===== src/rtl/pmod_dac_wave_gen_pkg.sv =====
// Shared types and constants for the PModDAC waveform generator.
package pmod_dac_wave_gen_pkg;

    localparam int PHASE_W = 16;

    localparam logic [7:0] DAC_MIDSCALE = 8'h80;

    typedef enum logic [1:0] {
        WAVE_SQUARE = 2'd0,
        WAVE_SAW    = 2'd1,
        WAVE_TRI    = 2'd2,
        WAVE_SINE   = 2'd3
    } wave_e;

    // Doubling happens in PHASE_W+1 bits so an overflowing doubled value still compares above the ceiling.
    function automatic logic [PHASE_W-1:0] next_tune(
        input logic [PHASE_W-1:0] tune,
        input logic [PHASE_W-1:0] dflt,
        input logic [PHASE_W-1:0] ceil_v
    );
        logic [PHASE_W:0]   dbl;
        logic [PHASE_W-1:0] result;
        dbl = {tune, 1'b0};
        if (dbl > {1'b0, ceil_v}) begin
            result = dflt;
        end else begin
            result = dbl[PHASE_W-1:0];
        end
        return result;
    endfunction

endpackage


===== src/rtl/pmod_dac_wave_gen_sine_lut.sv =====
// Quarter-wave sine ROM: 6-bit index -> 7-bit amplitude, round(127*sin((i+0.5)*pi/128)).
module pmod_dac_wave_gen_sine_lut (
    input  logic [5:0] i_idx,
    output logic [6:0] o_amp
);

    always_comb begin
        case (i_idx)
            6'd0:  o_amp = 7'd2;
            6'd1:  o_amp = 7'd5;
            6'd2:  o_amp = 7'd8;
            6'd3:  o_amp = 7'd11;
            6'd4:  o_amp = 7'd14;
            6'd5:  o_amp = 7'd17;
            6'd6:  o_amp = 7'd20;
            6'd7:  o_amp = 7'd23;
            6'd8:  o_amp = 7'd26;
            6'd9:  o_amp = 7'd29;
            6'd10: o_amp = 7'd32;
            6'd11: o_amp = 7'd35;
            6'd12: o_amp = 7'd38;
            6'd13: o_amp = 7'd41;
            6'd14: o_amp = 7'd44;
            6'd15: o_amp = 7'd47;
            6'd16: o_amp = 7'd50;
            6'd17: o_amp = 7'd53;
            6'd18: o_amp = 7'd56;
            6'd19: o_amp = 7'd58;
            6'd20: o_amp = 7'd61;
            6'd21: o_amp = 7'd64;
            6'd22: o_amp = 7'd67;
            6'd23: o_amp = 7'd69;
            6'd24: o_amp = 7'd72;
            6'd25: o_amp = 7'd74;
            6'd26: o_amp = 7'd77;
            6'd27: o_amp = 7'd79;
            6'd28: o_amp = 7'd82;
            6'd29: o_amp = 7'd84;
            6'd30: o_amp = 7'd86;
            6'd31: o_amp = 7'd89;
            6'd32: o_amp = 7'd91;
            6'd33: o_amp = 7'd93;
            6'd34: o_amp = 7'd95;
            6'd35: o_amp = 7'd97;
            6'd36: o_amp = 7'd99;
            6'd37: o_amp = 7'd101;
            6'd38: o_amp = 7'd103;
            6'd39: o_amp = 7'd105;
            6'd40: o_amp = 7'd106;
            6'd41: o_amp = 7'd108;
            6'd42: o_amp = 7'd110;
            6'd43: o_amp = 7'd111;
            6'd44: o_amp = 7'd113;
            6'd45: o_amp = 7'd114;
            6'd46: o_amp = 7'd115;
            6'd47: o_amp = 7'd117;
            6'd48: o_amp = 7'd118;
            6'd49: o_amp = 7'd119;
            6'd50: o_amp = 7'd120;
            6'd51: o_amp = 7'd121;
            6'd52: o_amp = 7'd122;
            6'd53: o_amp = 7'd123;
            6'd54: o_amp = 7'd124;
            6'd55: o_amp = 7'd124;
            6'd56: o_amp = 7'd125;
            6'd57: o_amp = 7'd125;
            6'd58: o_amp = 7'd126;
            6'd59: o_amp = 7'd126;
            6'd60: o_amp = 7'd127;
            6'd61: o_amp = 7'd127;
            6'd62: o_amp = 7'd127;
            6'd63: o_amp = 7'd127;
            default: o_amp = 7'd0;
        endcase
    end

endmodule


===== src/rtl/pmod_dac_wave_gen.sv =====
// Sample-rate waveform generator feeding PModDAC: phase accumulator, shaper and switch-driven settings.
module pmod_dac_wave_gen
    import pmod_dac_wave_gen_pkg::*;
#(
    parameter int                 SAMPLE_DIV   = 250,
    parameter logic [PHASE_W-1:0] DEFAULT_TUNE = 16'd655,
    parameter logic [PHASE_W-1:0] MAX_TUNE     = 16'd16384
) (
    input  logic               i_Clk,
    input  logic               i_Reset,
    input  logic               i_Wave_Next,
    input  logic               i_Freq_Next,
    output logic [7:0]         o_Byte,
    output logic               o_Sample_Tick,
    output logic [1:0]         o_Wave_Sel,
    output logic [PHASE_W-1:0] o_Tune
);

    localparam int CNT_W = $clog2(SAMPLE_DIV);

    logic [CNT_W-1:0]   cnt_q, cnt_d;
    logic [PHASE_W-1:0] phase_q, phase_d;
    logic [PHASE_W-1:0] tune_q, tune_d;
    logic [PHASE_W-1:0] tune_act_q, tune_act_d;
    wave_e              wave_sel_q, wave_sel_d;
    wave_e              wave_act_q, wave_act_d;
    logic               wave_prev_q, wave_prev_d;
    logic               freq_prev_q, freq_prev_d;
    logic               tick_dly_q, tick_dly_d;
    logic [7:0]         byte_q, byte_d;
    logic               sample_tick_q, sample_tick_d;

    logic               tick_s;
    logic               wave_rise_s;
    logic               freq_rise_s;
    logic [5:0]         sine_idx_s;
    logic [6:0]         sine_amp_s;
    logic [7:0]         shape_s;

    // Sample timer and phase accumulator; pending settings are latched only on the tick.
    always_comb begin
        tick_s     = (cnt_q == CNT_W'(SAMPLE_DIV - 1));
        tick_dly_d = tick_s;
        phase_d    = phase_q;
        wave_act_d = wave_act_q;
        tune_act_d = tune_act_q;
        if (tick_s) begin
            cnt_d      = {CNT_W{1'b0}};
            phase_d    = phase_q + tune_act_q;
            wave_act_d = wave_sel_q;
            tune_act_d = tune_q;
        end else begin
            cnt_d      = cnt_q + CNT_W'(1);
        end
    end

    // Switch edge detection and pending waveform / tuning-word stepping.
    always_comb begin
        wave_rise_s = i_Wave_Next & ~wave_prev_q;
        freq_rise_s = i_Freq_Next & ~freq_prev_q;
        wave_prev_d = i_Wave_Next;
        freq_prev_d = i_Freq_Next;
        if (wave_rise_s) begin
            wave_sel_d = wave_e'(2'(wave_sel_q + 2'd1));
        end else begin
            wave_sel_d = wave_sel_q;
        end
        if (freq_rise_s) begin
            tune_d = next_tune(tune_q, DEFAULT_TUNE, MAX_TUNE);
        end else begin
            tune_d = tune_q;
        end
    end

    // Sine folds the four quadrants onto one quarter-wave table.
    assign sine_idx_s = phase_q[14] ? ~phase_q[13:8] : phase_q[13:8];

    pmod_dac_wave_gen_sine_lut u_sine_lut (
        .i_idx (sine_idx_s),
        .o_amp (sine_amp_s)
    );

    // Waveform shaper from the active phase and waveform.
    always_comb begin
        shape_s = DAC_MIDSCALE;
        case (wave_act_q)
            WAVE_SQUARE: shape_s = phase_q[15] ? 8'hFF : 8'h00;
            WAVE_SAW:    shape_s = phase_q[15:8];
            WAVE_TRI:    shape_s = phase_q[15] ? ~phase_q[14:7] : phase_q[14:7];
            WAVE_SINE:   shape_s = phase_q[15] ? (8'd127 - {1'b0, sine_amp_s})
                                               : (8'd128 + {1'b0, sine_amp_s});
            default:     shape_s = DAC_MIDSCALE;
        endcase
    end

    // Output register loads one cycle after the tick, from the freshly advanced phase.
    always_comb begin
        sample_tick_d = tick_dly_q;
        if (tick_dly_q) begin
            byte_d = shape_s;
        end else begin
            byte_d = byte_q;
        end
    end

    // State registers; switch history resets high so a held switch gives no edge at release.
    always_ff @(posedge i_Clk or posedge i_Reset) begin
        if (i_Reset) begin
            cnt_q         <= {CNT_W{1'b0}};
            phase_q       <= {PHASE_W{1'b0}};
            tune_q        <= DEFAULT_TUNE;
            tune_act_q    <= DEFAULT_TUNE;
            wave_sel_q    <= WAVE_SQUARE;
            wave_act_q    <= WAVE_SQUARE;
            wave_prev_q   <= 1'b1;
            freq_prev_q   <= 1'b1;
            tick_dly_q    <= 1'b0;
            byte_q        <= DAC_MIDSCALE;
            sample_tick_q <= 1'b0;
        end else begin
            cnt_q         <= cnt_d;
            phase_q       <= phase_d;
            tune_q        <= tune_d;
            tune_act_q    <= tune_act_d;
            wave_sel_q    <= wave_sel_d;
            wave_act_q    <= wave_act_d;
            wave_prev_q   <= wave_prev_d;
            freq_prev_q   <= freq_prev_d;
            tick_dly_q    <= tick_dly_d;
            byte_q        <= byte_d;
            sample_tick_q <= sample_tick_d;
        end
    end

    assign o_Byte        = byte_q;
    assign o_Sample_Tick = sample_tick_q;
    assign o_Wave_Sel    = wave_sel_q;
    assign o_Tune        = tune_q;

endmodule

===== config.mk =====
export PLATFORM = sky130hd
export DESIGN_NAME = pmod_dac_wave_gen
export DESIGN_NICKNAME = d
export VERILOG_FILES = /design/src/rtl/pmod_dac_wave_gen_pkg.sv /design/src/rtl/pmod_dac_wave_gen_sine_lut.sv /design/src/rtl/pmod_dac_wave_gen.sv
export SDC_FILE = /design/constraint.sdc
export NUM_CORES = 1
export LEC_CHECK = 0
export ABC_AREA = 1
export CORE_MARGIN = 10
export CORE_UTILIZATION = 30
export CTS_CLUSTER_SIZE = 30
export DETAILED_ROUTE_END_ITERATION = 10
export GPL_TIMING_DRIVEN = 0
export PLACE_DENSITY = 0.51
export SYNTH_ARGS = -nofsm -noshare
export SYNTH_HDL_FRONTEND = slang
export SYNTH_SLANG_ARGS = --single-unit

===== constraint.sdc =====
create_clock -name i_Clk -period 2.7 [get_ports i_Clk]
set_clock_uncertainty 0.15 [all_clocks]
set_input_delay 0.405 -clock i_Clk [delete_from_list [all_inputs] [get_ports i_Clk]]
set_output_delay 0.405 -clock i_Clk [all_outputs]
set_load 0.05 [all_outputs]

# --- Word-level counts from Yosys, hierarchy flattened ---
# Memory sizes are Yosys's and may differ from the RTL's.
# Index checks and enable logic that the tools add are counted.
op_classes:
  add_sub_neg: 5
  magnitude_cmp: 1
  n_eq_ne: 4
  mux: 7
  bitwise: 6
  reduce_logical: 1
op_table:
  columns: ["operator", "n"]
  rows:
  - ["$mux 8", 4]
  - ["$pmux 8 s4", 1]
  - ["$gt 17x15->1 const B", 1]
  - ["$add 16x16->16", 1]
  - ["$mux 16", 1]
  - ["$add 8x1->8 const B", 1]
  - ["$add 8x7->8 const A", 1]
  - ["$eq 8x8->1 const B", 1]
  - ["$not 8->8", 1]
  - ["$sub 7x7->8 const A", 1]
  - ["$mux 6", 1]
  - ["$not 6->6", 1]
  - ["$eq 2x2->1 const B", 2]
  - ["$add 2x1->2 const B", 1]
  - ["$and 1x1->1", 2]
  - ["$eq 2x1->1 const B", 1]
  - ["$logic_not 2->1", 1]
  - ["$not 1->1", 2]
word_totals:
  reg_bits: 72
  mem_bits_ro: 448
  in_bits: 4
  elab_cells: 36
  memories: 1
memory_table:
  columns: ["memory", "depth", "width", "read_ports", "rd_clocked_by_memory_dff", "write_ports", "line_no", "source"]
  rows:
  - ["(name not given)", 64, 7, 1, 0, 0, "pmod_dac_wave_gen_sine_lut.sv:8", "case (i_idx)"]

# --- Depth between registers and ports, before layout ---
# Gate-level depths: netlist of the first run.
# An unclocked memory read counts as a cell.
depth:
  word_depth: 6
  mapped_depth: 16
  depth_no_buf: 16

# --- Modules after synthesis ---
# A second synthesis of the first run with hierarchy kept.
unflattened:
  cells_unflattened: 656
  hier_area_um2: 4707.0
modules_own_cells:
  columns: ["mod", "instances", "cells_each", "area_each_um2"]
  rows:
  - ["pmod_dac_wave_gen", 1, 538, 4078.9]
  - ["pmod_dac_wave_gen_sine_lut", 1, 118, 628.1]

# --- Least setup slack after synthesis of the first run ---
# Ideal clock, no wire load.
synth_timing:
  path_kind: "register to register"
  from: "reg tune_act_q[0]"
  to: "reg phase_q[10]"
  setup_time_ns: 0.132
  arrival_ns: 1.947
  required_time_ns: 2.418
  path_slack_ns: 0.471
  stages_incl_launch_ff: 14
  n_path_buf: 0
  synth_period_minus_slack_ns: 2.229
  cell_sequence: "dfstp_2 > ha_1 > inv_1 > fa_1 > inv_1 > nand3_1 > nand3_1 > a21boi_0 > o21ai_0 > nand2_1 > nand2_1 > nand2_1 > nand3_1 > o21ai_0"
synth_between:
  elab_chain_cells: 1
synth_lines:
  columns: ["item", "line_no", "source"]
  rows:
  - ["start: declaration", "pmod_dac_wave_gen.sv:24", "logic [PHASE_W-1:0] tune_act_q, tune_act_d;"]
  - ["start signal: assignment", "pmod_dac_wave_gen.sv:124", "tune_act_q <= tune_act_d;"]
  - ["$add 16x16->16", "pmod_dac_wave_gen.sv:49", "phase_d = phase_q + tune_act_q;"]
  - ["end signal: assignment", "pmod_dac_wave_gen.sv:110", "phase_q <= {PHASE_W{1'b0}};"]
  - ["end signal: assignment", "pmod_dac_wave_gen.sv:122", "phase_q <= phase_d;"]
  - ["end: declaration", "pmod_dac_wave_gen.sv:22", "logic [PHASE_W-1:0] phase_q, phase_d;"]
# Every way passes these cells.
# A chain may end at the register's enable or synchronous reset.

# --- Worst setup path after layout of the first run ---
# Same ends and word-level chain as after synthesis.

==> impl_metrics.tcl, run 1 <==
set metrics [dict create \
    period_share_pct 90.1 \
    die_area_um2 20500 \
    arrival_ns 2.48 \
    dr.first_iter.drc_count 243 \
    grt_pass1_vias 4069 \
    slew_headroom_pct 40.1 \
    port_buffers 30 \
    num_rows 44 \
    finalSetupViolations 0 \
    grt_pass1_wl_mm 19.5 \
    initial_core_util_pct 30.9 \
    ys_seq_area_share_pct 40.1 \
    leakagePower_nw 2.64 \
    timing.fmax_mhz 411 \
    gp_congestion 0.827 \
    setup_tns_ns 0 \
    cts_resized 0 \
    cap_viol_max_count 0 \
    finalHoldViolations 0 \
    rsz0062_at_grt "false" \
    antenna_found_initial 0 \
    ys_types 38 \
    powerDensity_nw_per_um2 640 \
    core-area_um2 14700 \
    syn2layout_area_growth_pct 17.8 \
    synth_top_cell_by_area "dfrtp_1" \
    drv_slew 0 \
    netlist_area_um2 4540 \
    ys_ff_latch 72 \
    layout_min_cycle_time_ns 2.43 \
    viasPerCell 4.78 \
    postSynthCellCount 624 \
    synth_nets 653 \
    path_class "flip-flop to flip-flop" \
    die_y_um 143 \
    worst_pin_slew_ns 0.898 \
    clkSinkCount 72 \
    avgRoutedWirePerCell_um 13.2 \
    vdd_drop_max_mv 0.655 \
    firstDrtPassIters 6 \
    final_common_cell "nand2_1" \
    vias 4079 \
    dpl.hpwl_mm 8.59 \
    ctsHoldBuffers 0 \
    synth_area_leaders "dfrtp_1, nand2_1, dfstp_2, inv_1, ha_1" \
    layout_common_cells "nand2_1, inv_1, dfrtp_1" \
    die_x_um 143 \
    critical_path.startpoint_type "flip-flop" \
    ant_nets 0 \
    cts_root_buf "clkbuf_16" \
    cp_max_fo 3 \
    syn-mean-instance-area_um2 7.28 \
    worstPathRequired_ns 2.75 \
    cts_tree "yes" \
    status "complete, no violations" \
    cts_buffer_depth 2 \
    clock_latency_ns 0.33 \
    overflow 0 \
    path_clk_slew_ns 0.06 \
    hold_class "flip-flop to flip-flop" \
    antennaDiodeCount 0 \
    htreeDepth 3 \
    grt_max_degree 73 \
    drc 0 \
    grt_usage_pct 11.6 \
    whs_ns 0.322 \
    routed_wl_mm 11.2 \
    critPathCaptureType "flip-flop" \
    finalNetCount 694 \
    cts_setup_buffers 0 \
    synth_top_area_share_pct 31.4 \
    io_pins 31 \
    cts_made_buffers 9 \
    yosysWarnings 0 \
    drive_above_1_share_pct 8.21 \
]
-- per-layer routing --
| layer | global-route usage, % | part of all wire (%) | vias to the layer above | wire length (um) |
|---|---|---|---|---|
| li1 | - | - | 2102 | - |
| met1 | 15.0 | 48 | 1903 | 5370 |
| met2 | 18.3 | 47 | 63 | 5240 |
| met3 | 2.99 | 4.4 | 11 | 495 |
| met4 | 3.64 | 1.1 | 0 | 128 |
| met5 | 0 | 0 | - | 0 |
-- cells by family (layout without fill, tap and decap cells) --
group	count (synthesis)	after routing	synth area share, %
AND/OR/NAND/NOR	315	315	29.7
flip-flops	72	72	40.1
AO/OA/AOI/OAI	95	95	11.9
adder cells (fa/ha/maj)	25	25	7.05
buffers and inverters	110	156	9.92
XOR/XNOR	7	7	1.35
-- worst max-delay path, stage by stage, from the launching register on --
cell,delay [ns]
dfstp_2,0.53
ha_1,0.13
inv_1,0.06
fa_1,0.39
inv_1,0.08
nand3_1,0.07
nand3_1,0.13
a21boi_0,0.15
o21ai_1,0.24
nand2_1,0.11
nand2_1,0.07
nand2_1,0.05
nand3_1,0.06
o21ai_0,0.08
-- per-stage QoR --
step	util, %	power (W)	worst slack, ns	cell area [um^2]	instances
floorplan	-	0.00200	0.345	4540	624
global placement	34.5	0.00235	-0.923	5070	838
detailed placement	34.5	0.00235	0.140	5070	838
CTS	36.4	0.00347	0.130	5350	854
global route	36.4	0.00360	0.0342	5350	854
finish	36.4	0.00342	0.266	5350	854
-- area by class of cell --
cell class	instances	area, um^2
inverter	94	355
clock inverter	4	30.0
fill	1563	9350
tap	184	230
sequential	72	1820
timing repair buffer	30	300
multi-input combinational	442	2270
clock buffer	12	246
buffer	16	97.6
-- final timing paths --
check	startpoint	slack, ns	depth (start not counted)	to
max	tune_act_q[0]	0.27	13	phase_q[10]
min	tune_act_q[0]	0.32	2	tune_act_q[0]
max reg2reg	tune_act_q[0]	0.27	13	phase_q[10]
min reg2reg	tune_act_q[0]	0.32	2	tune_act_q[0]
max in group asynchronous	i_Reset	1.35	2	o_Tune[4]
min in group asynchronous	i_Reset	0.46	2	cnt_q[6]
-- flip-flops by register name, summed over array words and instances, names as in the netlist --
signal         flops
phase_q           16
o_Wave_Sel         2
o_Byte             8
freq_prev_q        1
o_Tune            16
o_Sample_Tick      1
tune_act_q        16
sample_tick_d      1
wave_prev_q        1
cnt_q              8
wave_act_q         2
-- where the power goes --
| group | switching [W] | internal, W |
|---|---|---|
| Combinational | 0.000676 | 0.000296 |
| Sequential | 0.000114 | 0.00124 |
| Clock | 0.000448 | 0.000648 |
-- Yosys cell counts, drive strengths merged --
library cell  number
nor3b              1
dfrtp             57
xor2               5
nand2            190
a31oi              7
buf                6
inv               93
nand3             54
xnor2              2
a21oi             21
o21ai             44
nor3               5
a32o               5
nand3b             1
nor4               3
a211oi             1
clkinv             1
o21bai             2
nand4              9
o211ai             1
dfstp             15
o22ai             11
or2                9
fa                 1
clkbuf            10
o21a               1
nor2              43
a21boi             2
ha                24
Power figures use the tool's default switching activity.
==> inputs of run 2 (changes only) <==
GPL_ROUTABILITY_DRIVEN = 0   (was unset)
==> impl_metrics.tcl, run 2 (same netlist as run 1, synthesis figures left out) <==
set metrics [dict create \
    design_area_um2 5380 \
    critPathCaptureType "flip-flop" \
    slowest_stage "dfstp_2" \
    r2r_cells 13 \
    finalHoldViolations 0 \
    grt_pass1_vias 4124 \
    firstDrtPassIters 5 \
    comb_power_share_pct 27.6 \
    drv_slew 0 \
    cap_viol_max_count 0 \
    worst_pin_slew_ns 0.884 \
    cts_tree "yes" \
    dr.first_iter.drc_count 176 \
    htreeDepth 3 \
    grt_max_degree 73 \
    layout_common_cells "nand2_1, inv_1, dfrtp_1" \
    dp_cells 838 \
    path_cells "ha_1, inv_1, fa_1, inv_1, nand3_1, nand3_1, a21boi_0, o21ai_1, nand2_1, nand2_1, nand2_1, nand3_1, o21ai_0" \
    ff2ff_setup_slack_ns 0.24 \
    post_dp_cell_area_um2 5070 \
    cp-endpoint "phase_q[10]" \
    port_buffers 30 \
    status "complete, no violations" \
    cp_max_fo 3 \
    p_sw_share_pct 35.5 \
    dpl.hpwl_mm 8.55 \
    viasPerCell 4.81 \
    fin_cells 854 \
    worstPathRequired_ns 2.74 \
    die_x_um 143 \
    crit_path_start "tune_act_q[0]" \
    rsz0062_at_grt "false" \
    routed_wl_mm 11.2 \
    r2r-end "phase_q[10]" \
    initial_core_util_pct 30.9 \
    slew_headroom_pct 41.1 \
    grt_usage_pct 11.6 \
    cts_buffer_depth 2 \
    overflow 0 \
    path_buf_inv 2 \
    slowest_delay_ns 0.53 \
    cts_root_buf "clkbuf_16" \
    powerDensity_nw_per_um2 657 \
    antenna_found_initial 0 \
    path_clk_slew_ns 0.06 \
    cts_setup_buffers 0 \
    vdd_drop_max_mv 0.790 \
    timing.fmax_mhz 406 \
    critical_path.startpoint_type "flip-flop" \
    final_common_cell "nand2_1" \
    crit_family "adder cells" \
    clkSinkCount 72 \
    intPower_w 0.00228 \
    num_rows 44 \
    clockPowerShare_pct 34.0 \
    die_area_um2 20500 \
    clock_latency_ns 0.33 \
    io_pins 31 \
    drc 0 \
    avgRoutedWirePerCell_um 13.1 \
    ant_nets 0 \
    r2r_start "tune_act_q[0]" \
    antennaDiodeCount 0 \
    power_switching_w 0.00125 \
    cts_made_buffers 9 \
    grt_pass1_wl_mm 19.6 \
    leakagePower_nw 2.64 \
    vias 4112 \
    core-area_um2 14700 \
    path_class "flip-flop to flip-flop" \
    setup_tns_ns 0 \
    drive_above_1_share_pct 8.21 \
    min_path_cells 2 \
    layout_min_cycle_time_ns 2.46 \
    hold_class "flip-flop to flip-flop" \
    finalNetCount 694 \
    period_share_pct 91.2 \
    finalSetupViolations 0 \
    syn2layout_area_growth_pct 18.3 \
    arrival_ns 2.50 \
    die_y_um 143 \
    pwr-share-seq_pct 38.4 \
    cp_num_cells 13 \
]
[run 2: cell count changes in the layout (fill, tap and decap cells not counted)]
cell	previous run	this run
clkinvlp_4	1	2
bufinv_16	0	1
clkinv_2	1	0
clkinv_4	2	1
[run 2: area by class of cell]
cell class,count,area [um^2]
fill,1587,9320
buffer,16,97.6
multi-input combinational,442,2270
timing repair buffer,30,300
inverter,94,355
sequential,72,1820
clock buffer,12,246
tap,184,230
clock inverter,4,53.8
[run 2: layer usage]
layer | vias up | global-route usage [%] | part of all wire (%)
li1 | 2113 | - | -
met1 | 1920 | 14.6 | 48
met2 | 64 | 18.9 | 46
met3 | 15 | 2.82 | 4.3
met4 | 0 | 3.80 | 1.4
met5 | - | 0 | 0
[run 2: worst min-delay path by stage]
| stage | startpoint | end | slack, ns |
|---|---|---|---|
| after global placement | tune_act_q[0] | tune_act_q[0] | 0.31 |
| final | o_Byte[5] | o_Byte[5] | 0.33 |
| after detailed placement | tune_act_q[0] | tune_act_q[0] | 0.32 |
| after global routing | tune_act_q[0] | tune_act_q[0] | 0.34 |
| after CTS | tune_act_q[0] | tune_act_q[0] | 0.33 |
| after floorplan | i_Freq_Next | freq_prev_q | 0.26 |
[run 2: worst min-delay path, cell delays in order (launching register included)]
cell     delay [ns]
dfrtp_1        0.35
o21ai_1        0.06
inv_1          0.04
[run 2: power by group through the flow]
stage | clock (W) | combinational (W) | sequential [W]
floorplan | 0 | 0.000207 | 0.00180
global placement | 0 | 0.000982 | 0.00137
detailed placement | 0 | 0.000984 | 0.00137
CTS | 0.00123 | 0.000991 | 0.00135
global route | 0.00128 | 0.00104 | 0.00138
finish | 0.00120 | 0.000974 | 0.00135
[run 2: timing repair]
item | in CTS | in global routing
endpoints found under the hold margin | 0 | 0
gates resized for setup | 0 | 1
hold buffers | 0 | 0
endpoints found under the setup margin | 0 | 1
[run 2: per-stage QoR]
| step | utilization, % | setup WS, ns | total power [W] | hold WS (ns) |
|---|---|---|---|---|
| after floorplan | - | 0.345 | 0.00200 | 0.259 |
| after global placement | 34.5 | -0.920 | 0.00235 | 0.311 |
| after detailed placement | 34.5 | 0.140 | 0.00235 | 0.317 |
| after CTS | 36.6 | 0.114 | 0.00358 | 0.328 |
| after global routing | 36.6 | 0.00246 | 0.00369 | 0.339 |
| final | 36.6 | 0.236 | 0.00353 | 0.328 |
==> inputs of run 3 (changes only) <==
CORE_UTILIZATION = 24   (was 30)
PLACE_DENSITY = 0.44   (was 0.51)
==> impl_metrics.tcl, run 3 (same netlist as run 1, synthesis figures left out) <==
set metrics [dict create \
    status "complete, no violations" \
    clockPowerShare_pct 34.3 \
    arrival_ns 2.53 \
    comb_power_share_pct 27.6 \
    ctsHoldBuffers 0 \
    cts_root_buf "clkbuf_16" \
    layout_common_cells "nand2_1, inv_1, dfrtp_1" \
    cp_max_fo 3 \
    drc 0 \
    leakagePower_nw 2.66 \
    worst_pin_slew_ns 0.707 \
    avgRoutedWirePerCell_um 13.2 \
    slew_headroom_pct 52.9 \
    port_buffers 30 \
    period_share_pct 91.8 \
    design_power_total_w 0.00355 \
    finalNetCount 695 \
    initial_core_util_pct 24.4 \
    firstDrtPassIters 4 \
    io_pins 31 \
    viasPerCell 4.54 \
    fillCellCount 2017 \
    final_common_cell "nand2_1" \
    finalSetupViolations 0 \
    vias 4106 \
    cts_tree "yes" \
    critPathCaptureType "flip-flop" \
    die_x_um 158 \
    design_area_um2 5460 \
    rsz0062_at_grt "false" \
    overflow 0 \
    intPower_w 0.00228 \
    power_switching_w 0.00127 \
    pwr-share-seq_pct 38.1 \
    cts_setup_buffers 0 \
    core-area_um2 18600 \
    syn2layout_area_growth_pct 20.3 \
    clkSinkCount 72 \
    drv_slew 0 \
    timing.fmax_mhz 404 \
    whs_ns 0.175 \
    powerDensity_nw_per_um2 650 \
    antennaDiodeCount 0 \
    critical_path.startpoint_type "flip-flop" \
    cap_viol_max_count 0 \
    dpl.hpwl_mm 9.05 \
    dr.first_iter.drc_count 230 \
    clock_latency_ns 0.34 \
    antenna_found_initial 0 \
    grt_max_degree 62 \
    hold_class "input port to async pin" \
    vdd_drop_max_mv 0.634 \
    drive_above_1_share_pct 8.49 \
    num_rows 50 \
    worstPathRequired_ns 2.75 \
    ant_nets 0 \
    cts_made_buffers 9 \
    grt_usage_pct 9.82 \
    post_dp_cell_area_um2 5160 \
    die_y_um 158 \
    grt_pass1_vias 4051 \
    path_clk_slew_ns 0.06 \
    routed_wl_mm 11.9 \
    cts_buffer_depth 2 \
    p_sw_share_pct 35.8 \
    finalHoldViolations 0 \
    slowest_delay_ns 0.54 \
    r2r_cells 13 \
    die_area_um2 24800 \
    layout_min_cycle_time_ns 2.48 \
    path_class "flip-flop to flip-flop" \
    grt_pass1_wl_mm 19.9 \
    path_cells "ha_1, inv_1, fa_1, inv_1, nand3_1, nand3_1, a21boi_0, o21ai_1, nand2_1, nand2_1, nand2_1, nand3_1, o21ai_0" \
    htreeDepth 3 \
    slowest_stage "dfstp_2" \
]
==> run 3: changes by cell type in the layout (fill, tap and decap cells not counted) <==
cell        before  now
clkinvlp_4       2    1
buf_16           0    1
inv_6            0    1
clkinv_2         0    2
clkbuf_1        11   10
clkinv_4         1    0
==> run 3: per-layer routing <==
layer	global-route usage, %	vias up	part of all wire [%]
met3	1.80	15	4.5
met4	4.05	0	1.6
met5	0	-	0
met2	15.6	79	46
met1	12.8	1901	48
li1	-	2111	-
==> run 3: area by class of cell <==
class / count / area, um^2 / share of cell area (%)
plain buffers: 16 / 97.6 / 1.79
clock buffers: 11 / 243 / 4.44
clock inverters: 5 / 56.3 / 1.03
inverters: 94 / 355 / 6.50
multi-input cells: 442 / 2270 / 41.6
flip-flops and latches: 72 / 1820 / 33.3
well taps: 234 / 293 / 5.36
repair buffers: 31 / 328 / 6.00
==> run 3: per-stage QoR <==
stage / std cells / setup slack [ns] / utilization, % / TNS (ns)
final: 905 / 0.222 / 29.3 / 0
after global routing: 905 / 0.0260 / 29.3 / 0
after CTS: 905 / 0.123 / 29.3 / 0
after detailed placement: 889 / 0.136 / 27.7 / 0
after global placement: 888 / -0.989 / 27.5 / -60.00
after floorplan: 624 / 0.345 / - / 0
==> run 3: path summary, 6_finish.rpt <==
path / from / end / slack (ns)
max: tune_act_q[0] / phase_q[10] / 0.22
min: i_Reset / o_Byte[6] / 0.17
max reg2reg: tune_act_q[0] / phase_q[10] / 0.22
min reg2reg: o_Byte[5] / o_Byte[5] / 0.33
max in group asynchronous: i_Reset / tune_act_q[3] / 1.62
min in group i_Clk: o_Byte[5] / o_Byte[5] / 0.33
==> run 3: power groups by stage <==
stage          clock network (W)  logic, W  registers (W)
2_1_floorplan                  0  0.000207        0.00180
3_3_place_gp                   0  0.000989        0.00137
3_5_place_dp                   0  0.000994        0.00137
4_1_cts                  0.00125   0.00100        0.00136
5_1_grt                  0.00129   0.00105        0.00138
6_report                 0.00122  0.000979        0.00136
==> run 3: critical path, delay by kind of cell, from the launching register on <==
kind                     cells  cell delay, ns
buffers and inverters        2            0.14
AND/OR/NAND/NOR              6            0.49
flip-flops                   1            0.54
AO/OA/AOI/OAI                3            0.49
adder cells (fa/ha/maj)      2            0.52
==> run 3: timing repair <==
item / CTS / global route
gates resized for setup: 0 / 1
hold endpoints to repair: 0 / 0
endpoints found under the setup margin: 0 / 1
